$ cat src/rtl/mem_port_arbiter.sv
// mem_port_arbiter: two-master arbiter in front of the single Memory32 port.
// Round-robin or fixed priority, lock for atomic bursts, steered read return.
module mem_port_arbiter #(
  parameter bit FIXED_PRIO = 1'b0,
  parameter int AW         = 32
) (
  input  logic          clk,
  input  logic          rst,
  input  logic          m0_valid,
  input  logic          m0_write,
  input  logic [3:0]    m0_wmask,
  input  logic [31:0]   m0_wdata,
  input  logic [AW-1:0] m0_addr,
  input  logic          m0_lock,
  output logic          m0_ready,
  output logic          m0_rvalid,
  output logic [31:0]   m0_rdata,
  input  logic          m1_valid,
  input  logic          m1_write,
  input  logic [3:0]    m1_wmask,
  input  logic [31:0]   m1_wdata,
  input  logic [AW-1:0] m1_addr,
  input  logic          m1_lock,
  output logic          m1_ready,
  output logic          m1_rvalid,
  output logic [31:0]   m1_rdata,
  output logic          mem_valid,
  output logic          mem_write,
  output logic [3:0]    mem_wmask,
  output logic [31:0]   mem_wdata,
  output logic [AW-1:0] mem_addr,
  input  logic [31:0]   mem_rdata
);

  typedef enum logic [1:0] {
    FREE = 2'd0,
    OWN0 = 2'd1,
    OWN1 = 2'd2
  } lock_state_t;

  lock_state_t state;
  lock_state_t state_nxt;
  logic        last;
  logic        rsel;
  logic        rpend;
  logic        gnt0;
  logic        gnt1;
  logic        rd_acc;

  // Pick the port allowed to transfer this cycle; nothing while in reset.
  always_comb begin
    gnt0 = 1'b0;
    gnt1 = 1'b0;
    if (!rst) begin
      case (state)
        OWN0: gnt0 = 1'b1;
        OWN1: gnt1 = 1'b1;
        default: begin
          if (m0_valid && m1_valid) begin
            if (FIXED_PRIO || last) gnt0 = 1'b1;
            else                    gnt1 = 1'b1;
          end else begin
            gnt0 = m0_valid;
            gnt1 = m1_valid;
          end
        end
      endcase
    end
  end

  assign m0_ready  = gnt0 & m0_valid;
  assign m1_ready  = gnt1 & m1_valid;
  assign mem_valid = m0_ready | m1_ready;
  assign rd_acc    = mem_valid & ~mem_write;

  // Memory port mux; idle cycles show port 0 with no byte enables.
  always_comb begin
    mem_write = m0_write;
    mem_wmask = 4'h0;
    mem_wdata = m0_wdata;
    mem_addr  = m0_addr;
    if (m1_ready) begin
      mem_write = m1_write;
      mem_wmask = m1_wmask;
      mem_wdata = m1_wdata;
      mem_addr  = m1_addr;
    end else if (m0_ready) begin
      mem_wmask = m0_wmask;
    end
  end

  // Lock ownership follows the lock bit of each accepted beat.
  always_comb begin
    state_nxt = state;
    if (m0_ready) begin
      state_nxt = m0_lock ? OWN0 : FREE;
    end else if (m1_ready) begin
      state_nxt = m1_lock ? OWN1 : FREE;
    end else if (state == OWN0 && !m0_valid && !m0_lock) begin
      state_nxt = FREE;
    end else if (state == OWN1 && !m1_valid && !m1_lock) begin
      state_nxt = FREE;
    end
  end

  // Lock state, last winner and read-return bookkeeping.
  always_ff @(posedge clk or posedge rst) begin
    if (rst) begin
      state <= FREE;
      last  <= 1'b1;
      rpend <= 1'b0;
      rsel  <= 1'b0;
    end else begin
      state <= state_nxt;
      rpend <= rd_acc;
      if (mem_valid) last <= m1_ready;
      if (rd_acc)    rsel <= m1_ready;
    end
  end

  assign m0_rvalid = rpend & ~rsel;
  assign m1_rvalid = rpend & rsel;
  assign m0_rdata  = mem_rdata;
  assign m1_rdata  = mem_rdata;

endmodule

$ cat config.mk
export PLATFORM = sky130hd
export DESIGN_NAME = mem_port_arbiter
export DESIGN_NICKNAME = d
export VERILOG_FILES = /design/src/rtl/mem_port_arbiter.sv
export SDC_FILE = /design/constraint.sdc
export NUM_CORES = 1
export LEC_CHECK = 0
export ABC_AREA = 1
export CAP_MARGIN = 20
export CORE_AREA = 2 2 120 122
export DETAILED_ROUTE_END_ITERATION = 16
export DIE_AREA = 0 0 122 124
export GPL_ROUTABILITY_DRIVEN = 1
export PLACE_DENSITY = 0.6
export SKIP_CTS_REPAIR_TIMING = 1
export SLEW_MARGIN = 10
export SYNTH_ARGS = -nofsm -noshare
export SYNTH_HDL_FRONTEND = slang
export SYNTH_SLANG_ARGS = --single-unit
$ cat constraint.sdc
create_clock -name clk -period 2.35 [get_ports clk]
set_clock_uncertainty 0.05 [all_clocks]
set_input_delay 0.3525 -clock clk [delete_from_list [all_inputs] [get_ports clk]]
set_output_delay 0.3525 -clock clk [all_outputs]
set_load 0.01 [all_outputs]
Word level (Yosys, flattened, before mapping)
Index checks and enable logic that the tools add are counted.
{"block": "totals", "out_inout_bits": 138, "memories": 0, "latch_bits": 0, "ff_bits": 5, "word_cells": 43, "rom_bits": 0, "inputBits": 176, "mem_bits_rw": 0}
{"block": "op_classes", "n_bitwise": 8, "n_div": 0, "mul": 0, "eq_ne": 2, "reduce_logical": 10, "n_addsub": 0, "magnitude_cmp": 0, "shift": 0, "n_mux": 19}
{"operator": "$mux 32", "n": 2}
{"operator": "$mux 2", "n": 5}
{"operator": "$mux 1", "n": 8}
{"operator": "$mux 4", "n": 2}
{"operator": "$and 1x1->1", "n": 5}
{"operator": "$logic_and 1x1->1", "n": 5}
{"operator": "$logic_not 1->1", "n": 4}
{"operator": "$pmux 1 s2", "n": 2}
{"operator": "$reduce_bool 4->1", "n": 1}
{"operator": "$eq 2x1->1 const B", "n": 1}
{"operator": "$eq 2x2->1 const B", "n": 1}
{"operator": "$not 1->1", "n": 2}
{"operator": "$or 1x1->1", "n": 1}

Longest topological paths before layout
{"block": "logic_depth", "depth_word": 8, "depth_mapped": 10, "ltp_nobuf": 10}

Worst setup path before layout
Ideal clock, no wire load.
{"block": "synth_path", "kind": "register -> output", "from": "register state[0]", "to": "output port mem_wdata[22]", "path_buffers": 1, "stages_incl_launch_ff": 11, "slack_ns": 0.525, "arrival_ns": 1.422, "required_time_ns": 1.947, "cell_sequence": "dfrtp_1 -> inv_1 -> ha_1 -> nand2_1 -> clkinv_1 -> nand2_2 -> nand2_8 -> inv_8 -> buf_6 -> nand2_1 -> nand2_1"}
{"block": "synth_between", "elab_chain_len": 5, "elab_cells_between_ends": 6, "cone_classes": "eq/ne (2); mux (3); bitwise (1)"}
{"item": "start, declared", "line": "41", "source": "lock_state_t state;"}
{"item": "start signal, assigned", "line": "114", "source": "state <= state_nxt;"}
{"item": "$eq 2x2->1 or $eq 2x1->1 (tied branches)", "line": "55", "source": "case (state)"}
{"item": "$pmux 1 s2 (*)", "line": "55"}
{"item": "$mux 1 (*)", "line": "54", "source": "if (!rst) begin"}
{"item": "$and 1x1->1 (*)", "line": "72", "source": "assign m1_ready = gnt1 & m1_valid;"}
{"item": "net m1_ready", "line": "24", "source": "output logic m1_ready,"}
{"item": "$mux 32 (*)", "line": "82", "source": "if (m1_ready) begin"}
{"item": "end, declared", "line": "30", "source": "output logic [31:0] mem_wdata,"}
Mark *: on every way through the listed nets, which the timed path passes. The rest lies on a longest branch.

Final worst setup path
{"block": "layout_path", "from": "register state[0]", "to": "output port mem_write"}
{"block": "layout_between", "elab_chain_len": 5, "elab_cells_between_ends": 6, "cone_classes": "eq/ne (2); mux (3); bitwise (1)"}
{"item": "$eq 2x2->1 or $eq 2x1->1 (tied branches)", "line": "55"}
{"item": "$pmux 1 s2 (*)", "line": "55"}
{"item": "$mux 1 (*)", "line": "54"}
{"item": "$and 1x1->1 (*)", "line": "72"}
{"item": "$mux 1 (*)", "line": "82"}
{"item": "end, declared", "line": "28", "source": "output logic mem_write,"}
Mark *: on every way between the ends. The rest lies on a longest branch, timed or not.

==> impl_metrics.csv <==
group,metric,value,unit
status,status,"complete, but fails checks",
status,violations,"setup timing",
drt,vias,2470,
clocking,cts.clk_slew.worst_paths,0.03,ns
placed_design,dpl.hpwl,6370,µm
drt,ant_nets,0,
sta,worst_slew_pin_slew,0.173,ns
drt,vias_per_cell,3.63,
job,maxCapViolCount,0,
grt,gr-total-overflow,0,
grt,antenna_found_initial,0,
pwr,p_leak,2.50,nW
worst_hold_path,holdCritPathClass,"in2async",
sta,finalCritPeriodShare,1.07,
synthesis,ys_types,17,
sta,max_freq,398,MHz
floorplan,die-area,15100,µm²
synthesis,seq_area_frac_synth,0.0706,
drt,dr.pass1.iters,4,
sta,hold_viol_final,0,
critical_path,arrival,2.11,ns
pwr,vdd_drop_max,0.228,mV
critical_path,critical_path.endpoint_type,"output port",
finish,final_cell_mix,"nand2_1 (219), clkdlybuf4s50_1 (146), dlymetal6s2s_1 (62)",
drt,wl_per_cell,12.1,µm
clocking,cts_tree,"built",
drt,drc,0,
sta,rsz0062_at_grt,"true",
sta,finalSetupViolCount,1,
placed_design,dp_cells,674,
floorplan,core-area,13700,µm²
grt,grtUsageTotal,0.0878,
clocking,cts_buffers,3,
critical_path,critPathKind,"reg2out",
placed_design,io_buffers,217,
sta,slew_violations,0,
finish,fin_nets,679,
clocking,insertion_delay,0.23,ns
sta,period_minus_slack,2.51,ns
critical_path,rr_startpoint,"state[0]",
synthesis,avgSynthCellArea,5.28,µm²
finish,drive_above_1_share,0.0820,
finish,n_antenna_cell,0,
critical_path,crit_fanout,32,
critical_path,critPathLaunch,"state[0]",
synthesis,ys_seq_elements,5,
critical_path,cp.required,1.95,ns
placed_design,gp_congestion,0.732,
clocking,cts-root-buf,"clkbuf_16",
sta,slew_headroom,0.885,
critical_path,start_kind,"flop",
sta,setup_slack,-0.164,ns
floorplan,die-height,124,µm
synthesis,syn-num-nets,517,
synthesis,synth_cells,339,
finish,final_cells,680,
drt,routed_wl,8230,µm
floorplan,die_x,122,µm
clocking,clk_path_buf_depth,2,
finish,area_growth_syn_to_layout,125,%
synthesis,synth_area,1790,µm²
pwr,power_density,606,nW/µm²
grt,grt_pass1_wl,10700,µm
floorplan,pin_count,314,
placed_design,dpl_cell_area,3740,µm²
synthesis,ys_warn_count,0,
clocking,htree_levels,1,
grt,grt_pass1_vias,2233,
grt,grt_max_degree,33,
finish,stdcell_area,4030,µm²
floorplan,initial_core_util,0.130,
floorplan,core.rowCount,43,
drt,drt_iter0_drc,52,
sta,fin_hold_ws,0.378,ns
pwr,p_total,2.44,mW
clocking,cts.sinks,5,
finish,final_common_cell,"nand2_1",
-- power by group --
group          switching [mW]  internal, mW
combinational           0.929          1.07
clock                  0.0585         0.225
sequential             0.0264         0.130
total                    1.01          1.43
-- sequential cells by signal (all words and copies together), names as in the netlist --
signal / cells
rpend: 1
state: 2
last: 1
rsel: 1
-- worst max-delay path, stage by stage, from the launching register on --
cell	delay, ns
dfrtp_1	0.37
inv_1	0.10
ha_4	0.23
nor2_4	0.14
nor2_8	0.07
nand2_8	0.10
buf_12	0.19
nand2_1	0.09
nand2_1	0.06
clkdlybuf4s50_1	0.53
-- cells by family after synthesis --
family / share of synthesized area
buffers and inverters: 0.380
AND/OR/NAND/NOR: 0.532
flip-flops: 0.0706
adder cells (fa/ha/maj): 0.0140
AO/OA/AOI/OAI: 0.00350
-- per-layer routing --
layer	up-vias	track usage	routed length (µm)
met2	141	0.141	3910
met3	35	0.0325	912
met4	0	0.0424	279
li1	1258	-	-
met1	1036	0.103	3130
met5	-	0	0
-- cell type report --
| type | instances | area (µm²) |
|---|---|---|
| clock buffers | 4 | 78.8 |
| fillers | 1491 | 9690 |
| inverters | 15 | 68.8 |
| multi-input cells | 241 | 1010 |
| flip-flops and latches | 5 | 126 |
| well taps | 180 | 225 |
| repair buffers | 235 | 2520 |
-- path summary, 6_finish.rpt --
check | depth (start not counted) | end | slack (ns)
setup / recovery | 9 | mem_write | -0.16
hold / removal | 3 | state[0] | 0.38
setup reg to reg | 13 | rsel | 0.43
hold reg to reg | 2 | last | 0.42
max in group asynchronous | 3 | last | 1.67
min in group clk | 2 | last | 0.42
-- cells in the mapped netlist (all sizes together) --
cell type | number | share of area
buf | 78 | 0.34
ha | 2 | 0.014
nand3 | 7 | 0.020
clkinv | 1 | 0.0021
dfrtp | 4 | 0.056
inv | 14 | 0.034
nor2 | 8 | 0.029
o22ai | 1 | 0.0035
dfstp | 1 | 0.015
nand2 | 223 | 0.48
-- through the flow --
| step | TNS, ns | utilization | setup WS [ns] |
|---|---|---|---|
| floorplan | 0 | - | 0.525 |
| global placement | -11.85 | 0.273 | -0.220 |
| detailed placement | -11.65 | 0.273 | -0.205 |
| CTS | -21.17 | 0.278 | -0.335 |
| global route | -0.317 | 0.293 | -0.306 |
| finish | -0.164 | 0.293 | -0.164 |
Power figures use the tool's default switching activity.
